`config.mk`:
```
export PLATFORM = sky130hd
export DESIGN_NAME = bnn_param_loader
export DESIGN_NICKNAME = d
export VERILOG_FILES = /design/src/rtl/bnn_param_loader.sv
export SDC_FILE = /design/constraint.sdc
export NUM_CORES = 1
export LEC_CHECK = 0
export ABC_AREA = 1
export CORE_MARGIN = 3
export CORE_UTILIZATION = 45
export DETAILED_ROUTE_END_ITERATION = 7
export SYNTH_ARGS = -nofsm -noshare
export SYNTH_HDL_FRONTEND = slang
export SYNTH_SLANG_ARGS = --single-unit
```
`constraint.sdc`:
```
create_clock -name clk -period 9.5 [get_ports clk]
set_clock_uncertainty 0.2 [all_clocks]
set_input_delay 2.375 -clock clk [delete_from_list [all_inputs] [get_ports clk]]
set_output_delay 2.375 -clock clk [all_outputs]
set_load 0.005 [all_outputs]
```
`src/rtl/bnn_param_loader.sv`:
```
// Configuration sequencer for the binary neuron array: buffers a byte-wide
// parameter image, then streams it into the serial chain without stalling.
module bnn_param_loader #(
  parameter int NEURONS    = 8,
  parameter int PARAM_BITS = 11,
  localparam int TOTAL     = NEURONS * PARAM_BITS,
  localparam int NBYTES    = (TOTAL + 7) / 8,
  localparam int CW        = $clog2(TOTAL + 1)
) (
  input  logic          clk,
  input  logic          reset,
  input  logic          start,
  input  logic          abort,
  input  logic [7:0]    byte_in,
  input  logic          byte_valid,
  output logic          byte_ready,
  output logic          setup,
  output logic          param_in,
  input  logic          param_out,
  output logic          busy,
  output logic          done,
  output logic [CW-1:0] readback_ones
);

  localparam int BCW = $clog2(NBYTES + 1);
  localparam int IW  = NBYTES * 8;

  // Handshake: a byte transfers on a rising edge where byte_valid and
  // byte_ready are both high; byte_ready is high only while collecting.
  typedef enum logic [1:0] {
    IDLE    = 2'd0,
    COLLECT = 2'd1,
    SHIFT   = 2'd2,
    DONE    = 2'd3
  } state_t;

  state_t         state;
  logic [BCW-1:0] byte_cnt;
  logic [CW-1:0]  bit_cnt;
  logic [IW-1:0]  img_q;
  logic [IW-1:0]  img_next;

  // Image with the incoming byte merged into its slot; the last byte is
  // merged here so bit 0 can be launched on the same edge that accepts it.
  always_comb begin
    img_next = img_q;
    if (int'(byte_cnt) < NBYTES)
      img_next[8*int'(byte_cnt) +: 8] = byte_in;
  end

  assign byte_ready = (state == COLLECT);
  assign busy       = (state != IDLE);
  assign done       = (state == DONE);

  always_ff @(posedge clk or posedge reset) begin
    if (reset) begin
      state         <= IDLE;
      setup         <= 1'b0;
      param_in      <= 1'b0;
      byte_cnt      <= '0;
      bit_cnt       <= '0;
      readback_ones <= '0;
      img_q         <= '0;
    end else begin
      case (state)
        IDLE: begin
          if (start) begin
            state         <= COLLECT;
            byte_cnt      <= '0;
            readback_ones <= '0;
          end
        end
        COLLECT: begin
          if (abort) begin
            state <= IDLE;
          end else if (byte_valid) begin
            byte_cnt <= byte_cnt + 1'b1;
            if (byte_cnt == BCW'(NBYTES - 1)) begin
              // The buffer now acts as a right shift register; pad bits
              // beyond TOTAL are never shifted out.
              state    <= SHIFT;
              setup    <= 1'b1;
              param_in <= img_next[0];
              img_q    <= img_next >> 1;
              bit_cnt  <= '0;
            end else begin
              img_q <= img_next;
            end
          end
        end
        SHIFT: begin
          if (param_out)
            readback_ones <= readback_ones + 1'b1;
          if (bit_cnt == CW'(TOTAL - 1)) begin
            state    <= DONE;
            setup    <= 1'b0;
            param_in <= 1'b0;
          end else begin
            param_in <= img_q[0];
            img_q    <= img_q >> 1;
            bit_cnt  <= bit_cnt + 1'b1;
          end
        end
        DONE: begin
          state <= IDLE;
        end
        default: state <= IDLE;
      endcase
    end
  end

endmodule
```
[After elaboration in Yosys (flattened, before gate mapping)]
Index checks and enable logic that the tools add are counted.
Word-level totals
  flip-flop bits (word level): 110
  input port bits: 14
  output and inout port bits: 12
  word-level logic and storage cells: 75
Operators by class
  $add $sub $neg: 4
  $lt $le $gt $ge: 1
  equality and inequality tests: 14
  shifts and indexed selects: 2
  muxes and demuxes: 35
  reductions and logical operators: 12
Operator list (count)
  88-bit two-way mux: 5
  88-bit one-hot mux with 2 select lines: 1
  88-bit bitwise mux: 1
  8-bit by 33-bit variable shift with 88-bit output (first input constant): 1
  8-bit by 33-bit variable part select with 88-bit output: 1
  7-bit two-way mux: 6
  7-bit negation with 33-bit output: 1
  7-bit one-hot mux with 2 select lines: 2
  4-bit AND reduction: 4
  7-bit by 1-bit adder with 7-bit output (second input constant): 2
  4-bit two-way mux: 3
  2-bit inequality test (second input constant): 6
  2-bit two-way mux: 5
  5-bit AND reduction: 2
  1-bit two-way mux: 8
  2-bit one-hot mux with 4 select lines: 1
  4-bit one-hot mux with 2 select lines: 1
  2-bit nonzero test: 4
  7-bit == test (second input constant): 1
  4-bit by 1-bit adder with 4-bit output (second input constant): 1
  2-bit == test (second input constant): 2
  4-bit == test (second input constant): 1
  4-bit less-than comparator (second input constant): 1
  1-bit one-hot mux with 2 select lines: 2
  6 further kinds: 6

[Longest topological paths before layout]
Gate-level depths: netlist (run 1).
  word-level depth: 8
  depth in mapped cells: 14

[Worst setup path after synthesis (run 1)]
Ideal clock, no wire load.
  kind: input -> register
  start point: input start
  end point: register readback_ones[6]
  setup time: 0.122 ns
  data arrival time: 3.314 ns
  data required time: 9.178 ns
  path slack: 5.864 ns
  stages: 7
  path through: inv_1 -> nor2_1 -> nor2_1 -> nor3_1 -> nand4_1 -> o21ai_1 -> a21oi_1
Between the ends
  longest elaborated chain between the ends: 2
Ends and longest elaborated chain
  from (decl): RTL line 12  | input logic start,
  2-bit inequality test (no source line)
  3-bit AND reduction (no source line)
  to (signal assigned): RTL line 93  | readback_ones <= readback_ones + 1'b1;
  to (decl): RTL line 22  | output logic [CW-1:0] readback_ones
No other way between the ends.
A chain may end at the register's enable or synchronous reset.

[Worst setup path after layout (run 1)]
  start point: register byte_cnt[0]
  end point: register img_q[18]
Between the ends
  longest elaborated chain between the ends: 8
  elaborated cells between the ends (all ways): 11
  classes of those cells: 1 x add/sub; 1 x order compare; 1 x eq/ne; 2 x shift; 6 x mux
Ends and longest elaborated chain
  from (decl): RTL line 38  | logic [BCW-1:0] byte_cnt;
  from (signal assigned): RTL line 77  | byte_cnt <= byte_cnt + 1'b1;
  7-bit negation with 33-bit output: RTL line 48  | img_next[8*int'(byte_cnt) +: 8] = byte_in;
  8-bit by 33-bit variable part select with 88-bit output or 8-bit by 33-bit variable shift with 88-bit output (tied branches): RTL line 48
  88-bit bitwise mux: RTL line 48
  88-bit two-way mux: RTL line 47  | if (int'(byte_cnt) < NBYTES)
  88-bit two-way mux *: RTL line 78  | if (byte_cnt == BCW'(NBYTES - 1)) begin
  88-bit two-way mux *: RTL line 76  | end else if (byte_valid) begin
  88-bit two-way mux *: RTL line 74  | if (abort) begin
  88-bit one-hot mux with 2 select lines *: RTL line 65  | case (state)
  to (signal assigned): RTL line 84  | img_q <= img_next >> 1;
  to (signal assigned): RTL line 87  | img_q <= img_next;
  to (signal assigned): RTL line 100  | img_q <= img_q >> 1;
  to (decl): RTL line 40  | logic [IW-1:0] img_q;
Every way passes the cells marked *; elsewhere a longest branch is shown, timed or not. The select of a mux whose other input is x is not followed.

==> results of run 1 <==
==> cell usage after synthesis, drive strengths merged <==
cell,n
nor2,63
xor2,4
a21oi,44
nor3b,1
o21a,3
o21bai,1
clkinv,1
or2,1
o21ai,109
o31ai,3
inv,213
nor3,7
dfrtp,110
nand3,234
o22ai,18
a22oi,1
ha,8
nor4,1
a22o,1
buf,36
clkbuf,34
nand4,16
o211ai,35
nand2,346
==> flip-flops by register name, indices dropped and copies added (netlist names), named ones only <==
register and count:
readback_ones 7, param_in 1, img_q 88, state 1, setup 1, bit_cnt 7
byte_cnt 4
==> per-layer routing <==
layer | track usage, % | vias up | share of wire, %
met2 | 38.6 | 191 | 46
li1 | - | 4134 | -
met3 | 3.36 | 18 | 4.9
met4 | 5.76 | 0 | 1.2
met1 | 35.3 | 3806 | 48
met5 | 0 | - | 0
==> area by class of cell <==
| type | count | area (um2) |
|---|---|---|
| clock buffer | 11 | 243 |
| sequential | 110 | 2750 |
| timing repair buffer | 34 | 318 |
| multi-input combinational | 896 | 4340 |
| tap | 225 | 282 |
| clock inverter | 4 | 47.5 |
| fill | 1874 | 8750 |
| inverter | 214 | 806 |
==> cells by family (layout without fill, tap and decap cells) <==
family,Yosys count,in the layout,synth area share (%)
AND/OR/NAND/NOR,669,669,36.3
adder cells (fa/ha/maj),8,8,1.22
XOR/XNOR,4,4,0.427
buffers and inverters,284,263,13.7
AO/OA/AOI/OAI,215,215,14.8
flip-flops,110,110,33.6
==> per-stage QoR <==
stage	hold slack, ps	instance area, um2	worst slack, ps
6_report	275	8780	4590
5_1_grt	324	8780	4080
4_1_cts	279	8780	4670
3_5_place_dp	269	8490	4330
3_3_place_gp	267	8490	4380
2_1_floorplan	238	8200	4020
==> final timing paths <==
| check | startpoint | endpoint | slack (ps) | cells past startpoint |
|---|---|---|---|---|
| setup / recovery | byte_cnt[0] | img_q[18] | 4590 | 10 |
| hold / removal | state[0] | state[0] | 270 | 1 |
| setup reg to reg | byte_cnt[0] | img_q[18] | 4590 | 10 |
| hold reg to reg | state[0] | state[0] | 270 | 1 |
| max in group asynchronous | reset | img_q[68] | 5570 | 3 |
| min in group asynchronous | reset | bit_cnt[2] | 2290 | 2 |
==> power by group through the flow <==
stage	Combinational [mW]	Sequential (mW)	Clock (mW)
floorplan	0.0858	0.504	0
global placement	0.144	0.507	0
detailed placement	0.144	0.507	0
CTS	0.144	0.498	0.405
global route	0.160	0.502	0.418
finish	0.144	0.498	0.395
==> flow_metrics.env, run 1 <==
export IMPL_setup_viol=0
export IMPL_io_pins=26
export IMPL_switching_share_pct=28.2
export IMPL_drc_errors=0
export IMPL_hold_viol_final=0
export IMPL_start_util_pct=46.8
export IMPL_crit_path_start_kind="register"
export IMPL_clock_sinks=110
export IMPL_max_slew_margin_pct=34.2
export IMPL_crit_path_end_kind="register"
export IMPL_dp_cells=1479
export IMPL_critPathTopFamily="simple AND/OR/NAND/NOR gates"
export IMPL_crit_fanout=27
export IMPL_fmax_ghz=0.204
export IMPL_grt_first_pass_wirelength_um=39200
export IMPL_die_h_um=141
export IMPL_switchingPower_mw=0.292
export IMPL_cpMostUsedCell="nand2_1"
export IMPL_path_clk_slew_ps=80
export IMPL_seqPwrFrac_pct=48.0
export IMPL_dieWidth_um=141
export IMPL_antenna_found_initial=0
export IMPL_hp_class="register to register"
export IMPL_synth_nets=1312
export IMPL_syn_inst=1290
export IMPL_insertedDiodeCount=0
export IMPL_power_frac_clock_pct=38.1
export IMPL_drtIter0Drc=630
export IMPL_row_count=48
export IMPL_postCtsSetupBuffers=0
export IMPL_gr_usage_all_layers_pct=24.3
export IMPL_drt_first_pass_iters=5
export IMPL_cts_resized=0
export IMPL_io_buffers=25
export IMPL_via_per_inst=5.45
export IMPL_period_share_pct=51.7
export IMPL_htreeDepth=3
export IMPL_worstMarginPinSlew_ps=986
export IMPL_grt_overflow_total=0
export IMPL_slowest_delay_ps=1000
export IMPL_slowest_stage="ha_1"
export IMPL_maxCapViolCount=0
export IMPL_clk_latency_ps=370
export IMPL_cts_hold_buf=0
export IMPL_avgSynthCellArea_um2=6.36
export IMPL_synth_top_area_share_pct=33.6
export IMPL_peakVddDrop_mv=0.107
export IMPL_place_congestion=0.855
export IMPL_wire_per_inst_um=15.6
export IMPL_synth_top_area_cell="dfrtp_1"
export IMPL_core_area_um2=17500
export IMPL_vias=8149
export IMPL_drv_slew=0
export IMPL_yosys_warnings=0
export IMPL_worst_setup_path_type="register to register"
export IMPL_synthTopCellsByArea="dfrtp_1, nand2_1, nand3_1, inv_1, o21ai_0"
export IMPL_cts_buffers=9
export IMPL_mostFrequentLayoutCells="nand2_1, nand3_1, inv_1, dfrtp_1, o21ai_0"
export IMPL_cp_required_ps=9610
export IMPL_crit_chain="inv_1 -> ha_1 -> clkinv_1 -> nor2_4 -> nand2_1 -> nand2_1 -> nand3_1 -> nand2_1 -> nand2_1 -> nand2_1"
export IMPL_grt_max_degree=74
export IMPL_cts_root_buf="clkbuf_16"
export IMPL_area_growth_pct=7.13
export IMPL_synth_seq_cells=110
export IMPL_fin_util_pct=50.1
export IMPL_synth_seq_area_share_pct=33.6
export IMPL_grt_pass1_vias=7534
export IMPL_syn_cell_area_um2=8200
export IMPL_cts_tree="done"
export IMPL_clk_path_buf_depth=2
export IMPL_totalWireLength_um=23300
export IMPL_drtAntennaViolNets=0
export IMPL_dieArea_um2=19900
export IMPL_p_per_area_nw_per_um2=118
export IMPL_crit_arrival_ps=5020
export IMPL_layout_min_cycle_time_ps=4910
export IMPL_final_common_cell="nand2_1"
export IMPL_synth_distinct_cells=38
export IMPL_setup_tns_ps=0
export IMPL_fin_nets=1287
export IMPL_p_int_mw=0.745
export IMPL_cp_num_buf_inv=2
export IMPL_pwr_share_comb_pct=13.9
export IMPL_rsz0062_at_grt="false"
export IMPL_drive_gt1_share_pct=4.41
export IMPL_p_leak_nw=4.51
export IMPL_status="finished clean"
export IMPL_finalNonFillerCells=1494
export IMPL_power_mw=1.04
export IMPL_dp_hpwl_um=14600
(Power assumes the default switching activity.)
==> run 2, diff against run 1 <==
==> constraint.sdc (replaced) <==
create_clock -name clk -period 4.6 [get_ports clk]
set_clock_uncertainty 0.2 [all_clocks]
set_input_delay 1.15 -clock clk [delete_from_list [all_inputs] [get_ports clk]]
set_output_delay 1.15 -clock clk [all_outputs]
set_load 0.005 [all_outputs]
==> run 2 against run 1 <==
Core utilization rose by 0.64 points. Hold slack improved by 1.4 ps. Setup slack got worse by 3500 ps. Non-clock buffer count rose by 7. First-iteration DRC count rose by 11%. Combinational power rose by 110%. Largest cell class unchanged. Critical path depth rose by 2.
==> flow_metrics.env, run 2 (synthesized netlist as in run 1, its figures left out) <==
export IMPL_core_area_um2=17500
export IMPL_cts_root_buf="clkbuf_16"
export IMPL_slowest_delay_ps=500
export IMPL_final_common_cell="nand2_1"
export IMPL_vias=8075
export IMPL_regMostFlops="img_q"
export IMPL_postCtsSetupBuffers=0
export IMPL_cts_buffers=9
export IMPL_totalWireLength_um=23400
export IMPL_rr_startpoint="byte_cnt[0]"
export IMPL_cts_tree="done"
export IMPL_crit_path_start_kind="register"
export IMPL_clock_sinks=110
export IMPL_htreeDepth=3
export IMPL_gr_usage_all_layers_pct=24.2
export IMPL_p_leak_nw=4.58
export IMPL_cp_required_ps=4710
export IMPL_reg2reg_slack_ps=1140
export IMPL_worstReg2RegEnd="img_q[71]"
export IMPL_crit_arrival_ps=3570
export IMPL_peakVddDrop_mv=0.188
export IMPL_worst_r2r_cell_count=12
export IMPL_finalNonFillerCells=1502
export IMPL_slowest_stage="nor2_1"
export IMPL_crit_fanout=23
export IMPL_path_clk_slew_ps=80
export IMPL_area_growth_pct=8.50
export IMPL_dieArea_um2=19900
export IMPL_maxCapViolCount=0
export IMPL_start_util_pct=46.8
export IMPL_row_count=48
export IMPL_grt_first_pass_wirelength_um=39100
export IMPL_mostFrequentLayoutCells="nand2_1, nand3_1, inv_1, dfrtp_1, o21ai_0"
export IMPL_io_pins=26
export IMPL_rsz0062_at_grt="false"
export IMPL_final_area_um2=8900
export IMPL_wire_per_inst_um=15.6
export IMPL_crit_chain="inv_1 -> ha_1 -> inv_1 -> nand2_1 -> nand2_2 -> inv_2 -> nand3_1 -> nor2_1 -> o21ai_0 -> o21ai_0 -> nand2_1 -> nand3_1"
export IMPL_drtAntennaViolNets=0
export IMPL_grt_pass1_vias=7371
export IMPL_largest_reg_flops=88
export IMPL_grt_overflow_total=0
export IMPL_worst_setup_path_type="register to register"
export IMPL_setup_viol=0
export IMPL_die_h_um=141
export IMPL_worstMarginPinSlew_ps=889
export IMPL_antenna_found_initial=0
export IMPL_io_buffers=25
export IMPL_hp_class="register to register"
export IMPL_max_slew_margin_pct=40.7
export IMPL_dp_hpwl_um=15000
export IMPL_fin_nets=1294
export IMPL_crit_path_end_kind="register"
export IMPL_setup_tns_ps=0
export IMPL_hold_viol_final=0
export IMPL_via_per_inst=5.38
export IMPL_clk_latency_ps=370
export IMPL_grt_max_degree=73
export IMPL_p_per_area_nw_per_um2=248
export IMPL_drt_first_pass_iters=5
export IMPL_clk_path_buf_depth=2
export IMPL_status="finished clean"
export IMPL_fmax_ghz=0.289
export IMPL_drive_gt1_share_pct=5.01
export IMPL_cts_hold_buf=0
export IMPL_insertedDiodeCount=0
export IMPL_place_congestion=0.865
export IMPL_hold_path_end="state[0]"
export IMPL_drtIter0Drc=700
export IMPL_cts_resized=0
export IMPL_hp_start="state[0]"
export IMPL_dp_cells=1486
export IMPL_period_share_pct=75.3
export IMPL_drc_errors=0
export IMPL_dieWidth_um=141
export IMPL_reg_top3="img_q x88, bit_cnt x7, readback_ones x7"
export IMPL_layout_min_cycle_time_ps=3460
export IMPL_drv_slew=0
export IMPL_postPlaceCellArea_um2=8570
export IMPL_whs_path_depth=1
==> run 2: metrics by stage <==
| step | utilization [%] | total power, mW | setup WS, ps | hold slack [ps] |
|---|---|---|---|---|
| 3_3_place_gp | 48.9 | 1.34 | 997 | 264 |
| 6_report | 50.7 | 2.21 | 1140 | 276 |
| 5_1_grt | 50.7 | 2.30 | 748 | 305 |
| 4_1_cts | 50.7 | 2.23 | 1160 | 280 |
| 3_5_place_dp | 48.9 | 1.35 | 944 | 272 |
| 2_1_floorplan | - | 1.22 | 348 | 238 |
==> run 2: worst max-delay path, delay by kind of cell, from the launching register on <==
kind / cells / cell delay, ps
buffers and inverters: 3 / 680
adder cells (fa/ha/maj): 1 / 290
AND/OR/NAND/NOR: 6 / 1220
AO/OA/AOI/OAI: 2 / 630
flip-flops: 1 / 380
==> run 2: where the power goes <==
part           internal, mW  leakage (nW)  switching, mW
logic                 0.113          2.97          0.190
registers             0.995          1.45         0.0286
clock network         0.495         0.160          0.388
total                  1.60          4.58          0.607
==> run 2: layout make-up <==
class / count / area, um2
Multi-Input combinational cell: 896 / 4340
Fill cell: 1826 / 8640
Inverter: 214 / 806
Timing Repair Buffer: 41 / 395
Tap cell: 225 / 282
Clock buffer: 11 / 243
Sequential cell: 110 / 2750
Clock inverter: 5 / 82.6
==> run 2: worst max-delay path by stage <==
stage,startpoint,end,slack [ps]
detailed placement,abort,bit_cnt[3],940
CTS,byte_cnt[0],img_q[71],1160
global route,byte_cnt[0],img_q[71],750
finish,byte_cnt[0],img_q[71],1140
floorplan,reset,async pin,350
global placement,abort,bit_cnt[3],1000
==> run 2: per-layer routing <==
layer / vias to the layer above / global-route usage, % / part of all wire (%) / wire, um
met5: - / 0 / 0 / 0
met4: 0 / 5.15 / 1.3 / 296
met3: 20 / 3.49 / 4.1 / 970
met2: 164 / 39.1 / 45 / 10600
met1: 3738 / 34.7 / 49 / 11500
li1: 4153 / - / - / -
